$ cat src/rtl/tmds_rx_decoder.sv
// One TMDS receive channel: finds the word boundary from control tokens and decodes characters.
// Build option TMDS_RX_ERRCNT_EN adds a saturating lock-loss counter on err_cnt.
module tmds_rx_decoder #(
  parameter int LOCK_TOKENS = 8,
  parameter int SEARCH_WIN  = 1024
) (
  input  logic        pclk,
  input  logic        rst,
  input  logic [9:0]  din_raw,
  output logic [7:0]  dout,
  output logic        de,
  output logic        c0,
  output logic        c1,
  output logic        locked,
  output logic [3:0]  align_ofs,
  output logic [15:0] err_cnt
);

  localparam int TW = (SEARCH_WIN > 1) ? $clog2(SEARCH_WIN) : 1;
  localparam int CW = $clog2(LOCK_TOKENS + 1);
  localparam logic [TW-1:0] TIMER_MAX = TW'(SEARCH_WIN - 1);
  localparam logic [CW-1:0] TOK_LAST  = CW'(LOCK_TOKENS - 1);

  typedef enum logic {SEARCH = 1'b0, LOCKED = 1'b1} state_t;

  state_t          state_reg, state_next;
  logic [CW-1:0]   tok_cnt_reg, tok_cnt_next;
  logic [TW-1:0]   timer_reg, timer_next;
  logic [3:0]      ofs_reg, ofs_next, ofs_step;
  logic [9:0]      raw_d_reg, aligned_reg;
  logic [19:0]     window;
  logic [7:0]      dout_reg, dout_next;
  logic            de_reg, de_next, c0_reg, c0_next, c1_reg, c1_next;
  logic            is_tok;
  logic [1:0]      tok_c;
  logic [7:0]      q, dec;

  // Earlier word in the low half, so offset k picks bits k..k+9 of the serial stream.
  assign window   = {din_raw, raw_d_reg};
  assign ofs_step = (ofs_reg == 4'd9) ? 4'd0 : ofs_reg + 4'd1;

  always_comb begin
    is_tok = 1'b1;
    tok_c  = 2'b00;
    case (aligned_reg)
      10'b1101010100: tok_c = 2'b00;
      10'b0010101011: tok_c = 2'b01;
      10'b0101010100: tok_c = 2'b10;
      10'b1010101011: tok_c = 2'b11;
      default:        is_tok = 1'b0;
    endcase
  end

  assign q      = aligned_reg[9] ? ~aligned_reg[7:0] : aligned_reg[7:0];
  assign dec[0] = q[0];
  generate
    for (genvar gi = 1; gi < 8; gi++) begin : g_dec
      assign dec[gi] = aligned_reg[8] ? (q[gi] ^ q[gi-1]) : ~(q[gi] ^ q[gi-1]);
    end
  endgenerate

  always_ff @(posedge pclk or posedge rst) begin
    if (rst) begin
      state_reg   <= SEARCH;
      tok_cnt_reg <= '0;
      timer_reg   <= '0;
      ofs_reg     <= '0;
      raw_d_reg   <= '0;
      aligned_reg <= '0;
      dout_reg    <= '0;
      de_reg      <= 1'b0;
      c0_reg      <= 1'b0;
      c1_reg      <= 1'b0;
    end else begin
      state_reg   <= state_next;
      tok_cnt_reg <= tok_cnt_next;
      timer_reg   <= timer_next;
      ofs_reg     <= ofs_next;
      raw_d_reg   <= din_raw;
      aligned_reg <= window[ofs_reg +: 10];
      dout_reg    <= dout_next;
      de_reg      <= de_next;
      c0_reg      <= c0_next;
      c1_reg      <= c1_next;
    end
  end

  always_comb begin
    state_next   = state_reg;
    tok_cnt_next = tok_cnt_reg;
    timer_next   = timer_reg;
    ofs_next     = ofs_reg;
    case (state_reg)
      SEARCH: begin
        if (is_tok && (tok_cnt_reg == TOK_LAST)) begin
          state_next   = LOCKED;
          tok_cnt_next = '0;
          timer_next   = '0;
        end else if (timer_reg == TIMER_MAX) begin
          ofs_next     = ofs_step;
          tok_cnt_next = '0;
          timer_next   = '0;
        end else begin
          timer_next   = timer_reg + TW'(1);
          tok_cnt_next = is_tok ? tok_cnt_reg + CW'(1) : '0;
        end
      end
      LOCKED: begin
        if (is_tok) begin
          timer_next = '0;
        end else if (timer_reg == TIMER_MAX) begin
          state_next   = SEARCH;
          ofs_next     = ofs_step;
          tok_cnt_next = '0;
          timer_next   = '0;
        end else begin
          timer_next = timer_reg + TW'(1);
        end
      end
      default: state_next = SEARCH;
    endcase
  end

  // Gated by the next state so the outputs and locked always change on the same edge.
  always_comb begin
    dout_next = dout_reg;
    de_next   = de_reg;
    c0_next   = c0_reg;
    c1_next   = c1_reg;
    if (state_next != LOCKED) begin
      dout_next = '0;
      de_next   = 1'b0;
      c0_next   = 1'b0;
      c1_next   = 1'b0;
    end else if (is_tok) begin
      de_next = 1'b0;
      c1_next = tok_c[1];
      c0_next = tok_c[0];
    end else begin
      de_next   = 1'b1;
      dout_next = dec;
    end
  end

  assign dout      = dout_reg;
  assign de        = de_reg;
  assign c0        = c0_reg;
  assign c1        = c1_reg;
  assign locked    = (state_reg == LOCKED);
  assign align_ofs = ofs_reg;

`ifdef TMDS_RX_ERRCNT_EN
  logic        lose;
  logic [15:0] err_cnt_reg;

  assign lose = (state_reg == LOCKED) && (state_next == SEARCH);

  always_ff @(posedge pclk or posedge rst) begin
    if (rst) begin
      err_cnt_reg <= '0;
    end else if (lose && (err_cnt_reg != 16'hFFFF)) begin
      err_cnt_reg <= err_cnt_reg + 16'd1;
    end
  end

  assign err_cnt = err_cnt_reg;
`else
  assign err_cnt = 16'h0000;
`endif

endmodule

$ cat config.mk
export PLATFORM = sky130hd
export DESIGN_NAME = tmds_rx_decoder
export DESIGN_NICKNAME = d
export VERILOG_FILES = /design/src/rtl/tmds_rx_decoder.sv
export SDC_FILE = /design/constraint.sdc
export NUM_CORES = 1
export LEC_CHECK = 0
export BUFFER_PORTS_ARGS = -buffer_cell sky130_fd_sc_hd__buf_4
export CAP_MARGIN = 10
export CELL_PAD_IN_SITES_DETAIL_PLACEMENT = 1
export CELL_PAD_IN_SITES_GLOBAL_PLACEMENT = 2
export CORE_UTILIZATION = 36
export DETAILED_ROUTE_END_ITERATION = 8
export GPL_ROUTABILITY_DRIVEN = 0
export PLACE_DENSITY = 0.77
export SYNTH_ARGS = -nofsm -noshare
export SYNTH_HDL_FRONTEND = slang
export SYNTH_SLANG_ARGS = --single-unit
$ cat constraint.sdc
create_clock -name pclk -period 3.5 [get_ports pclk]
set_input_delay 0.175 -clock pclk [delete_from_list [all_inputs] [get_ports pclk]]
set_output_delay 0.175 -clock pclk [all_outputs]
set_load 0.01 [all_outputs]
# Yosys cells after proc, flatten, opt, wreduce, memory -nomap -nowiden
# Index checks and enable logic that the tools add are counted.
# totals
regBits	50
latchBits	0
mem_bits_rw	0
romBits	0
word_cells	83
n_memories	0
# classes
n_addsub	3
mul	0
div_mod_pow	0
n_lt_le_gt_ge	0
eq_ne	12
shifts	1
muxes	37
bitwise_logic	16
n_reduce_logical	4
# op_table
cell	count
two-way mux 4 bit	9
equality test 10 bit (second input constant)	3
two-way mux 10 bit	3
two-way mux 8 bit	3
case mux 10 bit (2 select lines)	1
variable part select 20 x 5 -> 10 bit	1
two-way mux 1 bit	17
case mux 4 bit (2 select lines)	2
adder 10 x 1 -> 10 bit (second input constant)	1
equality test 10 x 8 -> 1 bit (second input constant)	1
equality test 10 x 9 -> 1 bit (second input constant)	1
adder 4 x 1 -> 4 bit (second input constant)	2
inverter 1 bit	8
inverter 8 bit	1
XOR 1 bit	7
inequality test 2 bit (second input constant)	3
case mux 2 bit (3 select lines)	1
equality test 4 x 3 -> 1 bit (second input constant)	1
equality test 4 bit (second input constant)	1
inequality test 2 x 1 -> 1 bit (second input constant)	2
AND reduction 2 bit	2
OR reduction 4 bit	1
case mux 1 bit (2 select lines)	1
logical AND 1 bit	1

# Longest topological paths before layout
# Gate-level depths: netlist of the first run.
# depth
depth_word	7
mapped_depth	8
mapped_depth_nobuf	8

# Worst setup path before layout of the first run
# Ideal clock, no wire load.
# synth_timing
path_type	reg-to-reg
start	register ofs_reg[1] (netlist: align_ofs[1])
end	register aligned_reg[3]
arrival_time_ns	1.671
required_time_ns	3.362
setup_slack_ns	1.691
stages_incl_launch_ff	5
synth_period_minus_slack_ns	1.809
cell_sequence	dfrtp_1 buf_2 buf_2 mux4_2 mux4_2
# synth_via
elab_chain_cells	1
# synth_rtl
element	line_no	text
start, declared	29	logic [3:0] ofs_reg, ofs_next, ofs_step;
start signal, assigned	78	ofs_reg <= ofs_next;
variable part select 20 x 5 -> 10 bit	80	aligned_reg <= window[ofs_reg +: 10];
end signal, assigned	80	
end, declared	30	logic [9:0] raw_d_reg, aligned_reg;
# No other way between the ends.
# A chain may end at the register's enable or synchronous reset.

# Final worst setup path of the first run
# layout_timing
start	register ofs_reg[0] (netlist: align_ofs[0])
end	register aligned_reg[4]
# The elaborated chain is that of the path after synthesis.

==> metrics, run 1 <==
status=completed; CP startpoint=align_ofs[0]; Setup CP Type=reg -> reg; CTS buffer count=5; max-slew violation count=0; Antenna Diode Count=0; Reg clk slew, reported paths=approximately 0.090 ns; Post-Syn Instances=roughly 260; Post-CTS Setup Bufs=0; Max transition margin=0.3142; initial core utilization=0.3756; commonest non-fill, non-tap cell in the layout=dfrtp_1; unrepaired setup endpoints after global routing=false; deepest clock path buffer count=2; Tmin final=2.336 ns; CP Max Fanout=27; Total Nets Final=between 300 and 400; number of global-route vias before repair=2,115; yosys warns=0; Root Buffer=clkbuf_8; Cell variety after synth=between 40 and 50; synthesis-stage register bit count=50; Die ar.=~8500 µm²; initial DRC count=between 50 and 60; Min-Delay Path Class=in -> reg; DR vias/cell=5.069; # setup viols final=0; Core Rows=32; P_leak=about 1.5 nW; Crit path arrival time=about 2.5 ns; Placed Area=3113 µm²; clk sinks=50; Reg-to-Reg Start=align_ofs[0]; Register Area=1251 µm²; maximum vdd drop=164.4 µV; Period Utilization, post-route=0.6675; post-synthesis cell area=between 2000 and 3000 µm²; Max Cap Viol=0; largest net degree at the start of global routing=51; Die Span Y=92.03 µm; antenna violations before repair=0; area grow syn2layout=13.81%; top_reg_cell synth=dfrtp_1; fmax=between 400 and 500 MHz; hold buffer count at cts=7; startpoint types=register; Critical Path RT=roughly 3.7 ns; dpl hpwl=between 4000 and 5000 µm; async set-reset flop share out of synthesis=1.000; Hold Fails Final Rpt=0; area occupied by multi-input gates=1471 µm²; I/O Buffers=27; post-route ant nets=0; WL final=6005 µm; Core Box Area=7767 µm²; worst hold margin=0.01791 ns; Tot GR Track Use=0.1590; skew final=just over 0.009 ns; Die X=around 92 µm; fin area=3321 µm²; CTS resizes=0; # DRC=0; Final Util=0.4275; area share of the largest cell type after synthesis=0.4288; cell area power density=357.5 nW/µm²; IO Count=44; Worst-Skew Late Latency=just over 0.3 ns; Yosys top cell by area=dfrtp_1; CP endpoint kind=register; per-cell routed wire length=~15 µm; TritonRoute pass-1 iters=4; vias=a little under 2,000; H-tree Lvls=2; Worst Max-Slew Pin Slew=about 1.0 ns; grt ovf=0; filler cell count=approximately 860; CTS tree=done; setup tns final=0 ns; hold_sp=din_raw[2]; cells taking the most area after synthesis=dfrtp_1 (43%), mux4_1 (7.2%), mux4_2 (6.9%), xnor2_1 (4.8%), buf_4 (4.6%); proportion of layout cells with a drive suffix above 1=0.1765; commonest non-fill, non-tap cells in the layout=dfrtp_1 (50), buf_4 (27), nand2_1 (17); register area share after synthesis=0.4288; number of synthesized flops with an enable pin=0; first-pass GRT wire length=10,520 µm; Mean Syn Cell Area=approximately 11 µm²
==> routing by layer <==
metal | vias up | part of all wire | global-route usage
met5 | - | 0 | 0
met4 | 0 | 0.018 | 0.06120
met3 | 10 | 0.036 | 0.02985
met2 | 45 | 0.49 | 0.2680
met1 | 983 | 0.45 | 0.2018
li1 | 944 | - | -
==> path summary, 6_finish.rpt <==
check | slack, ns | to | cells past startpoint
worst min-delay path | 0.02 | raw_d_reg[2] | 1
worst min register to register | 0.49 | dout[2] | 2
worst max-delay path | 1.16 | aligned_reg[4] | 2
max in group asynchronous | 2.74 | raw_d_reg[8] | 2
worst max register to register | 1.16 | aligned_reg[4] | 2
min in group asynchronous | 0.10 | dout[2] | 2
==> logic make-up after synthesis <==
logic type / after synthesis / synth area share
AO/OA/AOI/OAI: 43 / 0.09048
XOR/XNOR: 21 / 0.06303
adder cells (fa/ha/maj): 10 / 0.04288
buffers and inverters: 43 / 0.08619
flip-flops: 50 / 0.4288
multiplexers: 27 / 0.1762
other: 1 / 0.001285
AND/OR/NAND/NOR: 64 / 0.1111
==> synthesized netlist by cell type (2+ instances only) <==
cell type,number
nand2_1,17
mux4_1,8
xor2_1,5
and2_1,6
ha_1,10
a211oi_1,6
xnor2_1,16
buf_4,18
a31oi_1,3
clkbuf_1,3
nor2_1,14
a21oi_1,9
buf_2,3
mux4_2,9
mux2i_1,9
nand3_1,10
nor2b_1,2
and3_1,6
inv_1,16
o21ai_0,16
dfrtp_1,50
==> critical path, cell delays in order, from the launching register on <==
cell	delay (ns)
dfrtp_1	1.03
mux4_1	0.70
mux4_2	0.48
==> cell type report <==
| cell class | instances | share of cell area |
|---|---|---|
| clock buffer | 5 | 0.02072 |
| multi-input combinational | 181 | 0.4431 |
| inverter | 16 | 0.01809 |
| clock inverter | 3 | 0.02072 |
| sequential | 50 | 0.3768 |
| timing repair buffer | 34 | 0.08214 |
| tap | 102 | 0.03843 |
==> metrics by stage <==
| stage | power (mW) | cells | worst slack, ns |
|---|---|---|---|
| after floorplan | 0.6871 | 274 | 1.691 |
| after global placement | 0.7039 | 376 | 1.239 |
| after detailed placement | 0.7064 | 376 | 1.160 |
| after CTS | 1.207 | 391 | 1.142 |
| after global routing | 1.238 | 391 | 1.014 |
| final | 1.187 | 391 | 1.164 |
==> where the power goes <==
part           switching, mW  leakage (nW)  internal [mW]
clock network          0.202        0.0683          0.286
logic                 0.0497         0.773         0.0475
registers             0.0131         0.638          0.589
total                  0.264          1.48          0.923
No activity file was read; power rests on OpenSTA's default activity.
==> run 2: changes to the inputs <==
--- a/config.mk
+++ b/config.mk
@@ -9,10 +9,10 @@
 export CAP_MARGIN = 10
 export CELL_PAD_IN_SITES_DETAIL_PLACEMENT = 1
 export CELL_PAD_IN_SITES_GLOBAL_PLACEMENT = 2
-export CORE_UTILIZATION = 36
+export CORE_UTILIZATION = 34
 export DETAILED_ROUTE_END_ITERATION = 8
 export GPL_ROUTABILITY_DRIVEN = 0
-export PLACE_DENSITY = 0.77
+export PLACE_DENSITY = 0.76
 export SYNTH_ARGS = -nofsm -noshare
 export SYNTH_HDL_FRONTEND = slang
 export SYNTH_SLANG_ARGS = --single-unit
==> constraint.sdc (replaced) <==
create_clock -name pclk -period 2.1 [get_ports pclk]
set_input_delay 0.105 -clock pclk [delete_from_list [all_inputs] [get_ports pclk]]
set_output_delay 0.105 -clock pclk [all_outputs]
set_load 0.01 [all_outputs]
==> run 2 against run 1 <==
  * Clock-buffer cell count unchanged
  * Clock skew up 0.0013 ns
  * Design area rose by 3.3%
  * Utilization down 1.2 points
  * Critical path type unchanged
==> metrics, run 2 (synthesis results as in run 1) <==
Post-CTS Setup Bufs=0 (unchanged); commonest non-fill, non-tap cells in the layout=dfrtp_1 (50), buf_4 (37), nand2_1 (17); clock power share=0.369 (-0.042); Critical Path RT=2.28 ns (-1.40 ns); CTS buffer count=5 (unchanged); post-route ant nets=0 (unchanged); Max transition margin=0.5827 (+0.2685); Sw Share=0.2367 (+0.01393); # setup viols final=0 (unchanged); first-pass GRT wire length=10,380 µm (-1.3%); antenna violations before repair=0 (unchanged); combinational power share=0.091 (+0.009); setup tns final=0 ns (unchanged); deepest clock path buffer count=2 (unchanged); proportion of layout cells with a drive suffix above 1=0.2013 (+0.02485); Core Rows=33 (+3.1%); dpl hpwl=4595 µm (+5.4%); initial DRC count=79 (+36%); WL final=6310 µm (+5.1%); Die Span Y=94.64 µm (+2.8%); TritonRoute pass-1 iters=4 (unchanged); Antenna Diode Count=0 (unchanged); Reg power frac=0.540 (+0.033); P_leak=1.543 nW (+4.3%); fmax=529.4 MHz (+24%); Min-Delay Path Class=in -> reg; Core Box Area=8258 µm² (+6.3%); Die ar.=8956 µm² (+5.8%); Worst-Skew Late Latency=0.31 ns (about the same); IO Count=44 (unchanged); vias=2,055 (+3.7%); Crit path arrival time=2.07 ns (-0.45 ns); # DRC=0 (unchanged); H-tree Lvls=2 (unchanged); Tmin final=1.889 ns (-0.4471 ns); Root Buffer=clkbuf_8; cell area power density=541.6 nW/µm² (+51%); status=completed; unrepaired setup endpoints after global routing=false; total internal power=1.418 mW (+54%); initial core utilization=0.3533 (-0.02231); Placed Area=3212 µm² (+3.2%); CP Max Fanout=11 (-59%); CTS tree=done; CP endpoint kind=register; Period Utilization, post-route=0.8995 (+0.2321); commonest non-fill, non-tap cell in the layout=dfrtp_1; Reg clk slew, reported paths=0.09 ns (about the same); DR vias/cell=5.037 (-0.64%); I/O Buffers=27 (unchanged); skew final=0.01058 ns (+0.001267 ns); startpoint types=register; max-slew violation count=0 (unchanged); Psw=439.6 µW (+66%); number of global-route vias before repair=2,052 (-3.0%); Setup CP Type=reg -> reg; Total Nets Final=325 (+4.8%); per-cell routed wire length=15.47 µm (+0.70%); largest net degree at the start of global routing=51 (unchanged); Max Cap Viol=0 (unchanged); fin area=3430 µm² (+3.3%); Hold Fails Final Rpt=0 (unchanged); area grow syn2layout=17.54%; Final Util=0.4153 (-0.01221); clk sinks=50 (unchanged); Worst Max-Slew Pin Slew=0.6260 ns (-0.4027 ns); grt ovf=0 (unchanged); Tot GR Track Use=0.1532 (-0.005748); maximum vdd drop=374.3 µV (+130%); Die X=94.64 µm (+2.8%)
==> run 2: changes by cell type in the layout (fill, tap and decap cells not counted), sizes merged <==
cell,change
buf,+11
dlygate4sd3,+4
bufinv,-1
==> run 2: worst paths after layout <==
check	from	to	slack [ns]	cells past startpoint
worst max-delay path	align_ofs[1]	aligned_reg[5]	0.21	5
worst min-delay path	din_raw[7]	raw_d_reg[7]	0.47	2
worst max register to register	align_ofs[1]	aligned_reg[5]	0.21	5
worst min register to register	dout[2]	dout[2]	0.49	2
max in group asynchronous	rst	timer_reg[5]	1.16	4
min in group asynchronous	rst	tok_cnt_reg[0]	0.52	4
==> run 2: repair_timing <==
action | in CTS | in global routing
gates resized for setup | 0 | 0
hold endpoints to repair | 51 | 0
setup endpoints to repair | 0 | 0
hold buffers | 11 | 0
==> run 2: final cells by class <==
cell class              instances  area [µm²]
multi-input cells             181        1471
repair buffers                 49       407.9
well taps                     105       131.4
inverters                      16       60.06
clock buffers                   5       68.82
flip-flops and latches         50        1251
fillers                       938        4828
clock inverters                 2       38.79
==> run 2: layer usage <==
layer | vias to the layer above | share of wire | GRT usage
li1 | 975 | - | -
met1 | 1035 | 0.46 | 0.1971
met2 | 40 | 0.50 | 0.2644
met3 | 5 | 0.029 | 0.02415
met4 | 0 | 0.0090 | 0.04545
met5 | - | 0 | 0
==> run 2: stage by stage <==
| stage | total power [mW] | hold slack [ns] | setup WS (ns) | std cells |
|---|---|---|---|---|
| after floorplan | 1.145 | 0.1364 | 0.2910 | 274 |
| after detailed placement | 1.177 | 0.2370 | 0.1877 | 390 |
| after global placement | 1.173 | 0.2371 | 0.2256 | 390 |
| after global routing | 1.938 | 0.4622 | 0.002058 | 408 |
| final | 1.858 | 0.4686 | 0.2110 | 408 |
| after CTS | 1.888 | 0.4504 | 0.1646 | 408 |
==> run 2: power by group through the flow <==
stage               Combinational (mW)  Sequential, mW  Clock (mW)
floorplan                        0.133            1.01           0
global placement                 0.151            1.02           0
detailed placement               0.154            1.02           0
CTS                              0.172            1.00       0.712
global route                     0.189            1.01       0.742
finish                           0.169            1.00       0.685
==> run 2: critical path: stages, from the launching register on <==
cell	delay, ns
dfrtp_1	0.64
buf_4	0.23
nor2b_1	0.05
a211oi_1	0.24
a21oi_1	0.11
mux4_2	0.49
==> run 3: changes to the inputs <==
--- a/config.mk
+++ b/config.mk
@@ -10,8 +10,10 @@
 export CELL_PAD_IN_SITES_DETAIL_PLACEMENT = 1
 export CELL_PAD_IN_SITES_GLOBAL_PLACEMENT = 2
 export CORE_UTILIZATION = 34
+export CTS_BUF_LIST = sky130_fd_sc_hd__clkbuf_16
 export DETAILED_ROUTE_END_ITERATION = 8
 export GPL_ROUTABILITY_DRIVEN = 0
+export HOLD_SLACK_MARGIN = 0.1
 export PLACE_DENSITY = 0.76
 export SYNTH_ARGS = -nofsm -noshare
 export SYNTH_HDL_FRONTEND = slang
==> run 3 against run 2 <==
  * Clock skew down 0.0044 ns
  * Sequential cell count unchanged
  * Clock power grew 34%
  * Global-route usage grew 0.11 points
  * Final cell count stayed put
  * Utilization is 0.68 points higher
  * Die area did not move
  * Worst setup slack lost 0.0040 ns
  * Highest routed layer unchanged
==> metrics, run 3 (synthesis results as in run 1) <==
status=completed; IO Count=44 (unchanged); Worst-Skew Late Latency=0.29 ns (-0.02 ns); Root Buffer=clkbuf_16; Critical Path RT=2.25 ns (-0.03 ns); hold_sp=dout[2]; commonest non-fill, non-tap cell in the layout=dfrtp_1; setup tns final=0 ns (unchanged); TritonRoute pass-1 iters=4 (unchanged); startpoint types=register; CP startpoint=align_ofs[1]; per-cell routed wire length=15.59 µm (+0.82%); cell area power density=600.3 nW/µm² (+11%); H-tree Lvls=2 (unchanged); I/O Buffers=27 (unchanged); filler cell count=935 (-0.32%); clk sinks=50 (unchanged); skew final=0.006203 ns (-0.004378 ns); Total Nets Final=325 (unchanged); CTS tree=done; Core Box Area=8258 µm² (unchanged); Crit path arrival time=2.05 ns (-0.02 ns); Reg clk slew, reported paths=0.07 ns (-0.02 ns); Hold Fails Final Rpt=0 (unchanged); worst slack, placed=0.1877 ns (unchanged); commonest non-fill, non-tap cells in the layout=dfrtp_1 (50), buf_4 (37), nand2_1 (17); grt ovf=0 (unchanged); PnR worst setup slack=0.2070 ns (-0.004024 ns); number of global-route vias before repair=2,061 (+0.44%); Post-CTS Setup Bufs=0 (unchanged); Register Area=1251 µm² (unchanged); CP endpoint kind=register; initial core utilization=0.3533 (unchanged); # DRC=0 (unchanged); Reg-to-Reg Start=align_ofs[1]; area occupied by multi-input gates=1471 µm² (unchanged); hold buffer count at cts=11 (unchanged); Tot GR Track Use=0.1543 (+0.001095); first-pass GRT wire length=10,470 µm (+0.87%); Worst Max-Slew Pin Slew=0.6405 ns (+0.01457 ns); DR vias/cell=5.044 (+0.15%); largest net degree at the start of global routing=51 (unchanged); Min-Delay Path Class=reg -> reg; Max Cap Viol=0 (unchanged); Tmin final=1.893 ns (+0.004024 ns); P_leak=1.569 nW (+1.7%); post-route ant nets=0 (unchanged); initial DRC count=101 (+28%); deepest clock path buffer count=2 (unchanged); vias=2,058 (+0.15%); antenna violations before repair=0 (unchanged); # setup viols final=0 (unchanged); CTS buffer count=5 (unchanged); fmax=528.3 MHz (-0.21%); WL final=6362 µm (+0.82%); Antenna Diode Count=0 (unchanged); max-slew violation count=0 (unchanged); dpl hpwl=4595 µm (unchanged); Core Rows=33 (unchanged); Max transition margin=0.5730 (-0.009714); Die ar.=8956 µm² (unchanged); unrepaired setup endpoints after global routing=false; Die X=94.64 µm (unchanged); Setup CP Type=reg -> reg; Period Utilization, post-route=0.9014 (+0.001916); proportion of layout cells with a drive suffix above 1=0.2013 (unchanged); area grow syn2layout=19.47%; maximum vdd drop=407.6 µV (+8.9%); CTS resizes=0 (unchanged); Die Span Y=94.64 µm (unchanged); CP Max Fanout=11 (unchanged)
==> run 3: cell counts in the layout (fill, tap and decap cells not counted) <==
Identical to the previous run, type by type.
==> run 3: worst paths after layout <==
| kind | slack [ns] | cells after the start | endpoint |
|---|---|---|---|
| max in group asynchronous | 1.11 | 4 | align_ofs[1] |
| worst max-delay path | 0.21 | 5 | aligned_reg[5] |
| worst max register to register | 0.21 | 5 | aligned_reg[5] |
| min in group asynchronous | 0.54 | 4 | dout[0] |
| worst min register to register | 0.48 | 2 | dout[2] |
| worst min-delay path | 0.48 | 2 | dout[2] |
==> run 3: layer usage <==
metal  vias up  GRT usage  part of all wire
li1        977          -                 -
met1      1037     0.1988              0.46
met2        38     0.2632              0.50
met3         6    0.02576             0.027
met4         0    0.04924             0.012
met5         -          0                 0
==> run 3: metrics by stage <==
stage / instances / hold slack (ns) / util / power, mW / cell area (µm²)
floorplan: 274 / 0.1364 / - / 1.145 / 2974
global placement: 390 / 0.2371 / 0.3889 / 1.173 / 3212
detailed placement: 390 / 0.2370 / 0.3889 / 1.177 / 3212
CTS: 408 / 0.4782 / 0.4221 / 2.117 / 3486
global route: 408 / 0.4821 / 0.4221 / 2.174 / 3486
finish: 408 / 0.4801 / 0.4221 / 2.093 / 3486
==> run 3: power by group <==
| group | internal, mW | switching, mW |
|---|---|---|
| logic | 0.0852 | 0.0837 |
| registers | 0.982 | 0.0218 |
| clock network | 0.558 | 0.362 |
==> run 3: area by class of cell <==
type,count,area share
Clock inverter,2,0.01113
Sequential cell,50,0.3589
Tap cell,105,0.03769
Inverter,16,0.01723
Timing Repair Buffer,49,0.1170
Multi-Input combinational cell,181,0.4221
Clock buffer,5,0.03589
==> run 3: worst max-delay path, cell delays in order (launching register included) <==
cell and delay [ns]:
dfrtp_1 0.63, buf_4 0.23, nor2b_1 0.05, a211oi_1 0.24, a21oi_1 0.11, mux4_2 0.49
